==> src/rtl/imem_program_loader.sv <==
// Boot-time instruction memory loader: packs a byte stream into 32-bit words,
// writes them from address 0 upward and holds the core in reset until loading finishes.
module imem_program_loader #(
  parameter int INST_WIDTH     = 32,
  parameter int INST_ADD_WIDTH = 32,
  parameter int INST_MEM_DEPTH = 100,
  parameter int CNT_WIDTH      = 7
) (
  input  logic                      CLK,
  input  logic                      RST,
  input  logic                      Load_Start,
  input  logic [CNT_WIDTH-1:0]      Load_Words,
  input  logic                      Byte_Valid,
  input  logic [7:0]                Byte_Data,
  output logic                      Byte_Ready,
  output logic                      Wr_En,
  output logic [INST_ADD_WIDTH-1:0] Wr_Add,
  output logic [INST_WIDTH-1:0]     Wr_Data,
  output logic                      Core_Hold,
  output logic                      Load_Done,
  output logic                      Load_Err
);

  // state | meaning
  // IDLE  | after reset, waiting for Load_Start
  // RECV  | accepting bytes of the current word
  // WRITE | one-cycle write of the assembled word
  // DONE  | program loaded, core released
  // ERR   | requested length larger than the memory
  typedef enum logic [2:0] {IDLE, RECV, WRITE, DONE, ERR} state_t;

  state_t                  state, state_nxt;
  logic [CNT_WIDTH-1:0]    word_idx;
  logic [CNT_WIDTH-1:0]    len;
  logic [1:0]              byte_idx;
  logic [INST_WIDTH-1:0]   shift_q;
  logic                    start_ok;
  logic                    byte_hs;
  logic                    last_word;

  assign start_ok  = Load_Start && (state == IDLE || state == DONE || state == ERR);
  assign byte_hs   = (state == RECV) && Byte_Valid;
  assign last_word = (word_idx + CNT_WIDTH'(1)) == len;

  always_ff @(posedge CLK or negedge RST) begin
    if (!RST) state <= IDLE;
    else      state <= state_nxt;
  end

  always_comb begin
    state_nxt = state;
    case (state)
      IDLE, DONE, ERR: begin
        if (Load_Start) begin
          if (Load_Words == '0)                                 state_nxt = DONE;
          else if (Load_Words > CNT_WIDTH'(INST_MEM_DEPTH))     state_nxt = ERR;
          else                                                  state_nxt = RECV;
        end
      end
      RECV:    if (byte_hs && byte_idx == 2'd3) state_nxt = WRITE;
      WRITE:   state_nxt = last_word ? DONE : RECV;
      default: state_nxt = IDLE;
    endcase
  end

  // Bytes shift in from the LSB end, so the first byte of a word ends up as its MSB.
  always_ff @(posedge CLK or negedge RST) begin
    if (!RST) begin
      word_idx <= '0;
      len      <= '0;
      byte_idx <= '0;
      shift_q  <= '0;
    end else begin
      if (start_ok) begin
        len      <= Load_Words;
        word_idx <= '0;
        byte_idx <= '0;
        shift_q  <= '0;
      end
      if (byte_hs) begin
        shift_q  <= {shift_q[INST_WIDTH-9:0], Byte_Data};
        byte_idx <= byte_idx + 2'd1;
      end
      if (state == WRITE) word_idx <= word_idx + CNT_WIDTH'(1);
    end
  end

  always_comb begin
    Byte_Ready = (state == RECV);
    Wr_En      = (state == WRITE);
    Wr_Add     = '0;
    Wr_Data    = '0;
    if (state == WRITE) begin
      Wr_Add  = {{(INST_ADD_WIDTH-CNT_WIDTH-2){1'b0}}, word_idx, 2'b00};
      Wr_Data = shift_q;
    end
    Core_Hold  = (state != DONE);
    Load_Done  = (state == DONE);
    Load_Err   = (state == ERR);
  end

endmodule
==> config.mk <==
export PLATFORM = sky130hd
export DESIGN_NAME = imem_program_loader
export DESIGN_NICKNAME = d
export VERILOG_FILES = /design/src/rtl/imem_program_loader.sv
export SDC_FILE = /design/constraint.sdc
export NUM_CORES = 1
export LEC_CHECK = 0
export CELL_PAD_IN_SITES_DETAIL_PLACEMENT = 0
export CELL_PAD_IN_SITES_GLOBAL_PLACEMENT = 1
export CORE_MARGIN = 2
export CORE_UTILIZATION = 39
export CTS_BUF_LIST = sky130_fd_sc_hd__clkbuf_8
export DETAILED_ROUTE_END_ITERATION = 8
export PLACE_DENSITY = 0.89
export SLEW_MARGIN = 30
export SYNTH_ARGS = -nofsm -noshare
export SYNTH_HDL_FRONTEND = slang
export SYNTH_SLANG_ARGS = --single-unit
export TNS_END_PERCENT = 50
==> constraint.sdc <==
create_clock -name CLK -period 4.65 [get_ports CLK]
set_input_delay 1.1625 -clock CLK [delete_from_list [all_inputs] [get_ports CLK]]
set_output_delay 1.1625 -clock CLK [all_outputs]
set_load 0.01 [all_outputs]
# --- Word-level counts from Yosys, hierarchy flattened ---
# Cells that the tools add are included.
op_classes:
  n_addsub: 2
  magnitude_cmp: 1
  eq_ne: 9
  muxes: 14
  reduce_logical: 11
ops:
  columns: ["cell", "n"]
  rows:
  - ["$mux 32", 3]
  - ["$mux 7", 2]
  - ["$mux 3", 4]
  - ["$mux 9", 1]
  - ["$pmux 3 s3", 1]
  - ["$add 7x1->7 const B", 1]
  - ["$eq 7x7->1", 1]
  - ["$gt 7x7->1 const B", 1]
  - ["$logic_not 7->1", 1]
  - ["$eq 3x2->1 const B", 2]
  - ["$mux 2", 3]
  - ["$reduce_bool 2->1", 2]
  - ["$eq 3x1->1 const B", 1]
  - ["$eq 3x3->1 const B", 1]
  - ["$logic_and 1x1->1", 3]
  - ["$logic_not 3->1", 1]
  - ["$ne 3x2->1 const B", 1]
  - ["$reduce_or 3->1", 1]
  - ["$add 2x1->2 const B", 1]
  - ["$eq 2x2->1 const B", 1]
  - ["$logic_or 1x1->1", 2]
  - ["$ne 2x1->1 const B", 1]
  - ["$ne 2x2->1 const B", 1]
  - ["$reduce_and 2->1", 1]
totals:
  reg_bits: 51
  inputBits: 19
  output_inout_bits: 69

# --- Longest topological paths before layout ---
depth:
  word_depth: 6
  depth_mapped: 8
  depth_no_buf: 7

# --- Worst setup path before layout ---
# No wires, ideal clock.
synth_path:
  path_type: "register -> output"
  startpoint: "reg state[2]"
  endpoint: "out Wr_Data[23]"
  arrival_time_ns: 1.337
  t_required_ns: 3.488
  path_slack_ns: 2.150
  stages_incl_launch_ff: 6
  path_buffers: 1
  path_cell_list: "dfrtp_1 > nand2b_4 > or2_4 > inv_2 > clkbuf_1 > and2_1"
synth_between:
  elab_chain_len: 2
synth_lines:
  columns: ["element", "line", "rtl"]
  rows:
  - ["start, declared", "32", "state_t state, state_nxt;"]
  - ["start signal, assigned", "47", "else state <= state_nxt;"]
  - ["$eq 3x2->1", null, null]
  - ["named net Wr_En", "16", "output logic Wr_En,"]
  - ["$mux 32", "93", "if (state == WRITE) begin"]
  - ["end, declared", "18", "output logic [INST_WIDTH-1:0] Wr_Data,"]
# The timed path passes the listed nets, and every way through them passes these cells.

# --- Worst setup path in the final report ---
layout_path:
  startpoint: "reg state[1]"
  endpoint: "out Wr_Data[22]"
layout_between:
  elab_chain_len: 2
layout_lines:
  columns: ["element", "line"]
  rows:
  - ["$eq 3x2->1", "93"]
  - ["$mux 32", "93"]
# Every way passes these cells.

==> results.ini <==
[run_status]
status=finished clean

[detailed_routing]
drt-pass1-iter-count=4
wl_per_cell_um=12.8
ant_nets=0
vias_per_cell=4.77
drt-initial-drc-count=153
drt-total-wl_mm=6.15
drc=0
num_vias=2293

[critical_path]
r2r_start=word_idx[0]
cp_data_required_time_ns=3.49
crit_path_end_kind=output port
worstRegToRegCells=6
arrival_ns=2.46
cp-start-kind=flop
rrSetupSlack_ns=2.84
worstPathMaxFanout=45
critPathKind=reg2out
worstReg2RegEnd=state[1]

[power_and_ir_drop]
p_total_mw=1.66
powerDensity_nw_per_um2=464
p_leak_nw=1.67
vdd_drop_max_v=0.000167

[logic_synthesis]
syn-mean-instance-area_um2=8.85
yosysMostFrequentCell=nand2_1
yosysUniqueCellTypes=38
synthArstFlopShare_pct=100
synth_largest_area_cell=dfrtp_1
yosys_warnings=0
ys_top_cells_by_count=74 x nand2_1, 51 x dfrtp_1, 43 x and2_1
synth_flop_cell=dfrtp_1
synth_edf_count=0
synthCells=329
synth_top_area_share_pct=43.8
syn_area_um2=2910
yosys_register_bits=51
synth_area_leaders=dfrtp_1 44%, nand2_1 9.5%, and2_1 9.2%, nand3_1 6.7%, buf_4 6.7%
ys_seq_area_share_pct=43.8

[timing]
period_needed_ns=3.62
tns_ns=0
rsz0062_at_grt=no
finalCritPeriodShare_pct=77.9
drv_slew=0
relSlewSlack_pct=55.3
finalClockSkew_ns=0.00765
worst_pin_slew_ns=0.668
max_freq_mhz=276
setup_viol=0
finalHoldViolCount=0

[cells_and_area]
drive_gt1_share_pct=6.54
antenna_cells=0
area_growth_pct=22.9
final_cell_area_um2=3580
final_cells=481
final_nets=402

[cts]
cts_root_buf=clkbuf_8
clk_pin_slew_worst_paths_ns=0.09
cts_tree=yes
cts_setup_buffers=0
htreeDepth=2
clock_sinks=51
cts_hold_buf=0
cts_made_buffers=5
cts_buffer_depth=2
worstSkewPairLatency_ns=0.31
cts-resized-gates=0

[run]
drv_cap=0

[placement]
dp.cells=473
post-dp-hpwl_mm=4.32
routabilityCongestion=0.816
placed_cell_area_um2=3480
io_buffers=62

[floorplan]
start_util_pct=40.2
die_width_um=90.4
io_pins=88
die-area_um2=8180
coreArea_um2=7250
die_y_um=90.4
rows=31

[global_route]
grt_first_pass_wirelength_mm=10.4
grt_pass1_vias=2188
track_usage_pct=15.4
antenna_found_initial=0
grt.overflow.total=0
grt_max_degree=52

[worst_hold_path]
min_to=shift_q[10]
worstHoldPathCells=2
hold_path.class=reg2reg
hold_start=shift_q[2]

cell type report:
type                    instances  area, um2
repair buffers                 65        653
well taps                      99        124
flip-flops and latches         51       1280
inverters                       3       11.3
clock inverters                 2       12.5
clock buffers                   6       82.6
fillers                       712       3670
multi-input cells             255       1420
how the worst max path moves through the flow:
| stage | end | slack [ns] | from | cells past startpoint |
|---|---|---|---|---|
| after detailed placement | Wr_Data[9] | 1.34 | state[1] | 5 |
| final | Wr_Data[22] | 1.03 | state[1] | 5 |
| after floorplan | Wr_Data[23] | 2.15 | state[2] | 5 |
| after global routing | Wr_Data[10] | 0.83 | state[1] | 5 |
| after global placement | Wr_Data[31] | 1.38 | state[1] | 5 |
| after CTS | Wr_Data[9] | 1.0 | state[1] | 5 |
registers in the layout (all words and copies together), names as in the netlist:
| name | cells |
|---|---|
| shift_q | 32 |
| len | 7 |
| byte_idx | 2 |
| word_idx | 7 |
| state | 3 |
cells by family (layout without fill, tap and decap cells):
| group | count (synthesis) | count (layout) | share of synthesized area, % |
|---|---|---|---|
| xor+xnor | 9 | 9 | 3.35 |
| fa+ha+maj | 2 | 2 | 0.859 |
| compound gates | 33 | 33 | 7.95 |
| buf+inv | 47 | 76 | 10.7 |
| flops | 51 | 51 | 43.8 |
| mux | 7 | 7 | 2.71 |
| simple gates | 179 | 179 | 30.5 |
| other cells | 1 | 25 | 0.129 |
per-stage QoR:
stage                     worst slack (ns)  utilization, %  hold WS (ns)
final                                 1.03            49.4         0.495
after global routing                 0.827            49.4         0.511
after CTS                            0.998            49.4         0.498
after detailed placement              1.34            48.0         0.475
after global placement                1.38            47.6         0.472
after floorplan                       2.15               -         0.452
power by group:
part           switching (mW)  leakage (nW)  internal, mW  total [mW]
registers               0.156         0.671         0.619       0.776
clock network           0.147        0.0526         0.120       0.267
logic                   0.354         0.949         0.265       0.619
worst max-delay path, cell delays in order, from the launching register on:
cell,delay [ns]
dfrtp_1,0.58
nand2b_4,0.08
or2_4,0.30
inv_2,0.41
and2_1,0.21
clkdlybuf4s50_1,0.56
placed cells by master, fill, tap and decap left out, types with 6 or more instances in the layout:
| master | count |
|---|---|
| a21oi_1 | 6 |
| and2_1 | 42 |
| clkbuf_8 | 6 |
| clkdlybuf4s50_1 | 61 |
| conb_1 | 25 |
| dfrtp_1 | 51 |
| mux2_1 | 7 |
| nand2_1 | 73 |
| nand3_1 | 39 |
| nor2_1 | 6 |
| o21ai_0 | 6 |
| o21ai_1 | 10 |
per-layer routing:
| layer | up-vias | GRT usage [%] | wire [um] |
|---|---|---|---|
| li1 | 1130 | - | - |
| met1 | 1102 | 21.0 | 2920 |
| met2 | 53 | 24.2 | 2860 |
| met3 | 8 | 3.76 | 280 |
| met4 | 0 | 4.74 | 84 |
| met5 | - | 0 | 0 |
No activity file was read; power rests on OpenSTA's default activity.
